--- src/rtl/csr_uart_rx_if.sv ---
// CSR bus bundle for csr_uart_rx: request signals from the core, response back.
interface csr_uart_rx_if;
    logic        read;
    logic [2:0]  modify;
    logic [31:0] wdata;
    logic [11:0] addr;
    logic [31:0] rdata;
    logic        valid;

    modport master (output read, output modify, output wdata, output addr,
                    input  rdata, input  valid);
    modport slave  (input  read, input  modify, input  wdata, input  addr,
                    output rdata, output valid);
endinterface

--- src/rtl/csr_uart_rx.sv ---
// 8N1 UART receiver behind a CSR read port; pops return the byte or -1 when empty.
// Define CSR_UART_RX_FIFO_EN to replace the single holding register with a 4-entry FIFO.
module csr_uart_rx #(
    parameter logic [11:0] BASE_ADDR = 12'hBC0,
    parameter int unsigned DIVISOR   = 8
) (
    input  logic         clk,
    input  logic         rst,
    csr_uart_rx_if.slave bus,
    input  logic         rx,
    output logic         irq
);
    localparam int unsigned DIV_W  = 16;
    localparam int unsigned DATA_W = 8;
    localparam int unsigned BIT_W  = 3;
    localparam logic [DIV_W-1:0] HALF_LOAD = DIV_W'(DIVISOR / 2);
    // Reload one short so successive samples land exactly DIVISOR cycles apart.
    localparam logic [DIV_W-1:0] BIT_LOAD  = DIV_W'(DIVISOR - 1);

    typedef enum logic [2:0] {S_ARM, S_IDLE, S_START, S_DATA, S_STOP} state_t;

    state_t              state_q, state_d;
    logic [DIV_W-1:0]    div_q, div_d;
    logic [BIT_W-1:0]    bit_q, bit_d;
    logic [DATA_W-1:0]   shift_q, shift_d;
    logic                rx_m, rx_s;
    logic                tick_c, push_c, ferr_set_c;

    logic                rd_hit_c, pop_c, avail_c, ovr_set_c, irq_d_c;
    logic [DATA_W-1:0]   head_c;
    logic                ovr_q, ferr_q;

    logic                unused_bus;
    assign unused_bus = ^{bus.modify, bus.wdata};

    // Two-flop synchroniser; resets low so a line held low stays in ARM.
    always_ff @(posedge clk) begin
        if (rst) begin
            rx_m <= 1'b0;
            rx_s <= 1'b0;
        end else begin
            rx_m <= rx;
            rx_s <= rx_m;
        end
    end

    always_ff @(posedge clk) begin
        if (rst) begin
            state_q <= S_ARM;
            div_q   <= '0;
            bit_q   <= '0;
            shift_q <= '0;
        end else begin
            state_q <= state_d;
            div_q   <= div_d;
            bit_q   <= bit_d;
            shift_q <= shift_d;
        end
    end

    assign tick_c = (div_q == '0);

    always_comb begin
        state_d    = state_q;
        div_d      = div_q;
        bit_d      = bit_q;
        shift_d    = shift_q;
        push_c     = 1'b0;
        ferr_set_c = 1'b0;
        case (state_q)
            S_ARM: begin
                if (rx_s) state_d = S_IDLE;
            end
            S_IDLE: begin
                if (!rx_s) begin
                    state_d = S_START;
                    div_d   = HALF_LOAD;
                end
            end
            S_START: begin
                if (!tick_c) begin
                    div_d = div_q - DIV_W'(1);
                end else if (!rx_s) begin
                    state_d = S_DATA;
                    div_d   = BIT_LOAD;
                    bit_d   = '0;
                end else begin
                    state_d = S_IDLE;
                end
            end
            S_DATA: begin
                if (!tick_c) begin
                    div_d = div_q - DIV_W'(1);
                end else begin
                    shift_d = {rx_s, shift_q[DATA_W-1:1]};
                    div_d   = BIT_LOAD;
                    bit_d   = bit_q + BIT_W'(1);
                    if (bit_q == BIT_W'(DATA_W - 1)) state_d = S_STOP;
                end
            end
            S_STOP: begin
                if (!tick_c) begin
                    div_d = div_q - DIV_W'(1);
                end else if (rx_s) begin
                    push_c  = 1'b1;
                    state_d = S_IDLE;
                end else begin
                    ferr_set_c = 1'b1;
                    state_d    = S_ARM;
                end
            end
            default: state_d = S_ARM;
        endcase
    end

    assign rd_hit_c = bus.read && (bus.addr == BASE_ADDR);
    assign pop_c    = rd_hit_c && avail_c;

`ifdef CSR_UART_RX_FIFO_EN
    localparam int unsigned PTR_W = 2;
    localparam int unsigned CNT_W = 3;
    localparam logic [CNT_W-1:0] DEPTH = CNT_W'(4);

    logic [DATA_W-1:0] mem_q [4];
    logic [PTR_W-1:0]  wp_q, rp_q;
    logic [CNT_W-1:0]  cnt_q, cnt_d;
    logic              push_ok_c;

    assign avail_c   = (cnt_q != '0);
    assign head_c    = mem_q[rp_q];
    assign push_ok_c = push_c && ((cnt_q != DEPTH) || pop_c);
    assign ovr_set_c = push_c && !push_ok_c;
    assign cnt_d     = cnt_q + CNT_W'(push_ok_c) - CNT_W'(pop_c);
    assign irq_d_c   = (cnt_d != '0);

    always_ff @(posedge clk) begin
        if (push_ok_c) mem_q[wp_q] <= shift_q;
    end

    always_ff @(posedge clk) begin
        if (rst) begin
            wp_q  <= '0;
            rp_q  <= '0;
            cnt_q <= '0;
        end else begin
            if (push_ok_c) wp_q <= wp_q + PTR_W'(1);
            if (pop_c)     rp_q <= rp_q + PTR_W'(1);
            cnt_q <= cnt_d;
        end
    end
`else
    logic              full_q;
    logic [DATA_W-1:0] hold_q;

    assign avail_c   = full_q;
    assign head_c    = hold_q;
    assign ovr_set_c = push_c && full_q && !pop_c;
    assign irq_d_c   = push_c || (full_q && !pop_c);

    // A push while full keeps the old byte unless the same cycle pops it.
    always_ff @(posedge clk) begin
        if (rst) begin
            full_q <= 1'b0;
            hold_q <= '0;
        end else begin
            if (push_c && (!full_q || pop_c)) hold_q <= shift_q;
            full_q <= irq_d_c;
        end
    end
`endif

    // Flags raised in the popping cycle survive the pop's clear.
    always_ff @(posedge clk) begin
        if (rst) begin
            ovr_q     <= 1'b0;
            ferr_q    <= 1'b0;
            irq       <= 1'b0;
            bus.valid <= 1'b0;
            bus.rdata <= '0;
        end else begin
            ovr_q     <= ovr_set_c  || (ovr_q  && !pop_c);
            ferr_q    <= ferr_set_c || (ferr_q && !pop_c);
            irq       <= irq_d_c;
            bus.valid <= rd_hit_c;
            if (!rd_hit_c)    bus.rdata <= '0;
            else if (avail_c) bus.rdata <= {22'b0, ovr_q, ferr_q, head_c};
            else              bus.rdata <= '1;
        end
    end
endmodule

--- src/flat_wrapper.sv ---
// flat-port wrapper written by rule: the top's interface ports become plain ports
module csr_uart_rx_flat 
#(
    parameter logic [11:0] BASE_ADDR = 12'hBC0,
    parameter int unsigned DIVISOR   = 8
)
  (clk, rst, rx, irq, bus_read, bus_modify, bus_wdata, bus_addr, bus_rdata, bus_valid);
  csr_uart_rx_if bus_i ();
  input  logic clk;
  input  logic rst;
  input  logic rx;
  output logic irq;
  input wire logic [$bits(bus_i.read)-1:0] bus_read;
  input wire logic [$bits(bus_i.modify)-1:0] bus_modify;
  input wire logic [$bits(bus_i.wdata)-1:0] bus_wdata;
  input wire logic [$bits(bus_i.addr)-1:0] bus_addr;
  output wire logic [$bits(bus_i.rdata)-1:0] bus_rdata;
  output wire logic [$bits(bus_i.valid)-1:0] bus_valid;
  assign bus_i.read = bus_read;
  assign bus_i.modify = bus_modify;
  assign bus_i.wdata = bus_wdata;
  assign bus_i.addr = bus_addr;
  assign bus_rdata = bus_i.rdata;
  assign bus_valid = bus_i.valid;
  csr_uart_rx #(.BASE_ADDR(BASE_ADDR), .DIVISOR(DIVISOR)) u_core (.clk(clk), .rst(rst), .bus(bus_i), .rx(rx), .irq(irq));
endmodule
--- config.mk ---
export PLATFORM = sky130hd
export DESIGN_NAME = csr_uart_rx_flat
export DESIGN_NICKNAME = d
export VERILOG_FILES = /design/src/rtl/csr_uart_rx_if.sv /design/src/rtl/csr_uart_rx.sv /design/src/flat_wrapper.sv
export SDC_FILE = /design/constraint.sdc
export NUM_CORES = 1
export LEC_CHECK = 0
export BUFFER_PORTS_ARGS = -buffer_cell sky130_fd_sc_hd__buf_2
export CAP_MARGIN = 5
export CORE_ASPECT_RATIO = 1.75
export CORE_MARGIN = 2
export CORE_UTILIZATION = 24
export CTS_CLUSTER_DIAMETER = 120
export DETAILED_ROUTE_END_ITERATION = 8
export GPL_TIMING_DRIVEN = 1
export PLACE_DENSITY = 0.45
export SYNTH_ARGS = -nofsm -noshare
export SYNTH_HDL_FRONTEND = slang
export SYNTH_SLANG_ARGS = --single-unit
--- constraint.sdc ---
create_clock -name clk -period 2.6 [get_ports clk]
set_clock_uncertainty 0.2 [all_clocks]
set_input_delay 0.26 -clock clk [delete_from_list [all_inputs] [get_ports clk]]
set_output_delay 0.26 -clock clk [all_outputs]
set_load 0.01 [all_outputs]
==> flow_summary.ini <==
[outcome]
outcome = finished, final reports clean

[drt]
drc = 0
routedWlPerCell_um = 13.7
drt_first_pass_iters = 4
postRouteAntennaNets = 0
via_count = 2327
drtIter0Drc = 72
via_per_inst = 4.74
wl_mm = 6.74

[worst_hold_path]
hold_path_class = in -> reg

[placed_design]
globalplace.congestion = 0.807
preCtsSetupSlack_ns = 0.172
port_buffers = 49
dp_hpwl_mm = 5.16
place_inst = 482

[critical_path]
arrival_ns = 2.47
path_class = reg -> reg
endpoint_kind = register
critPathRequiredTime_ns = 2.62
startpoint_type = register
worstPathMaxFanout = 8

[job]
drv_cap = 0

[cts]
clock_path_buffers = 2
cts_tree = yes
cts_setup_buffers = 0
root_buffer = clkbuf_16
clk_latency_ns = 0.30
cts_buffers = 5
cts_sinks = 55
htree_levels = 2
clk_pin_slew_ns = 0.07

[synthesis]
synth_area_per_cell_um2 = 8.69
synth-seq-cells = 55
syn_area_mm2 = 0.00269
synth_edf_count = 0
synthCells = 310
async_reset_ff_share_pct = 0
synth_cell_type_count = 58
synth-warning-count = 0
synth_flop_cell = dfxtp_1
synth_seq_area_share_pct = 40.9
synth_nets = 364

[cells_and_area]
final_common_cell = dfxtp_1
final_layout_size_suffix_gt1_share_pct = 27.3
final_cell_mix = dfxtp_1 (55), buf_2 (49), nand2_1 (33), buf_4 (27), nor2_1 (25)
syn2layout_area_growth_pct = 19.7
finalNonFillerCells = 491
nNetsFinal = 412
fillers = 1163
n_antenna_cell = 0

[timing]
period_share_pct = 94.3
setup_violations = 0
max_freq_mhz = 408
finalWorstSetupSlack_ns = 0.149
maxSlewViolCount = 0
hold_viol = 0
fin_setup_tns_ns = 0
worst_pin_slew_ns = 0.605
fin_crit_ns = 2.45
rsz0062_at_grt = no
max-slew-margin-rel_pct = 59.5

[floorplan]
chipWidth_um = 84.1
dieArea_mm2 = 0.0121
coreArea_mm2 = 0.0110
initial_core_util_pct = 24.4
rows = 51
die_h_um = 144
ioPinCount = 85

[global_routing]
grt_max_degree = 26
grt_pass1_wl_mm = 10.8
top_usage_layer = met2
antenna_found_initial = 0
grt_pass1_vias = 2210
met2_usage_pct = 22.1
use_met3_pct = 1.77
overflow = 0
track_usage_pct = 11.3
grt_util_met1_pct = 11.2

[power_and_ir_drop]
irDropWorstVdd_v = 0.000463
p_leak_nw = 1.36
p_per_area_mw_per_mm2 = 1030
finalPower_mw = 3.31
==> cell type report <==
type / instances / area, um^2 / area share (%)
Inverter: 17 / 63.8 / 1.98
Clock buffer: 5 / 125 / 3.88
Timing Repair Buffer: 77 / 458 / 14.2
Tap cell: 132 / 165 / 5.12
Multi-Input combinational cell: 202 / 1290 / 39.9
Clock inverter: 3 / 25.0 / 0.776
Sequential cell: 55 / 1100 / 34.1
==> repair_timing <==
| action | 4_1_cts | 5_1_grt |
|---|---|---|
| hold buffers | 1 | 0 |
| hold endpoints to repair | 1 | 0 |
| setup endpoints to repair | 0 | 0 |
| resized for setup | 0 | 0 |
==> cell usage after synthesis, types with 2 or more instances <==
library cell	count	area share, %
nand2_1	33	4.6
a41oi_1	2	0.65
o2bb2ai_1	2	0.65
a21oi_1	22	4.1
nor2b_1	5	1.2
a31oi_1	3	0.70
inv_1	17	2.4
mux2i_1	17	6.3
or4_4	2	0.84
or3_1	4	0.93
o21ai_0	7	1.3
o41ai_1	2	0.65
nand4_1	6	1.4
nor3b_2	2	0.93
ha_1	3	1.4
nor4_1	3	0.70
o2111ai_1	2	0.65
o31ai_1	3	0.84
nor2_1	25	3.5
a211oi_1	4	1.1
a311oi_1	2	0.65
nand3_1	7	1.3
nand3b_1	2	0.56
or2_2	2	0.46
clkbuf_1	10	1.4
buf_4	22	6.1
nor3_1	12	2.2
dfxtp_1	55	41
nand2b_1	4	0.93
o21bai_1	2	0.56
==> through the flow <==
stage                     hold WS [ns]  instance area, um^2  util [%]
final                            0.170                 3220      29.2
after global routing             0.240                 3220      29.2
after CTS                        0.179                 3220      29.2
after detailed placement         0.236                 3060      27.8
after global placement           0.235                 3060      27.8
after floorplan                  0.188                 2690         -
==> where the power goes <==
part / total [mW] / internal, mW / switching [mW]
clock network: 0.688 / 0.365 / 0.323
logic: 1.68 / 0.717 / 0.962
registers: 0.941 / 0.896 / 0.0447
total: 3.31 / 1.98 / 1.33
==> final timing paths <==
| path | to | startpoint | slack (ns) | cells past startpoint |
|---|---|---|---|---|
| worst max-delay path | u_core.head_c[4]$_SDFFE_PP0P_ | u_core.div_q[7]$_SDFFE_PP0P_ | 0.15 | 5 |
| worst min-delay path | u_core.irq$_SDFF_PP0_ | bus_addr[11] | 0.17 | 4 |
| worst max register to register | u_core.head_c[4]$_SDFFE_PP0P_ | u_core.div_q[7]$_SDFFE_PP0P_ | 0.15 | 5 |
| worst min register to register | u_core.bus.rdata[6]$_SDFF_PP0_ | u_core.head_c[6]$_SDFFE_PP0P_ | 0.25 | 2 |
==> registers in the layout (all words and copies together) (netlist names) <==
signal            cells
u_core.head_c         8
u_core.ferr_q         1
u_core.irq            1
u_core.ovr_q          1
u_core.state_q        3
u_core.bit_q          3
u_core.bus.valid      1
u_core.rx_m           1
u_core.rx_s           1
u_core.div_q         16
u_core.bus.rdata     11
u_core.shift_q        8
==> logic make-up after synthesis <==
logic type	after synthesis	share of synthesized area, %
multiplexers	17	6.32
adder cells (fa/ha/maj)	3	1.39
buffers and inverters	53	11.4
AO/OA/AOI/OAI	65	16.8
XOR/XNOR	1	0.325
AND/OR/NAND/NOR	116	22.9
flip-flops	55	40.9
==> critical path, stage by stage, from the launching register on <==
cell and delay [ns]:
dfxtp_1 0.36, or4_4 0.58, nor4_4 0.45, and2_4 0.25
and4_4 0.33, mux2i_1 0.21
==> metal layers <==
metal	share of wire [%]	vias to the layer above
met5	0	-
met4	3.1	0
met3	4.2	13
met2	56	62
met1	37	1076
li1	-	1176
(Power assumes the default switching activity.)
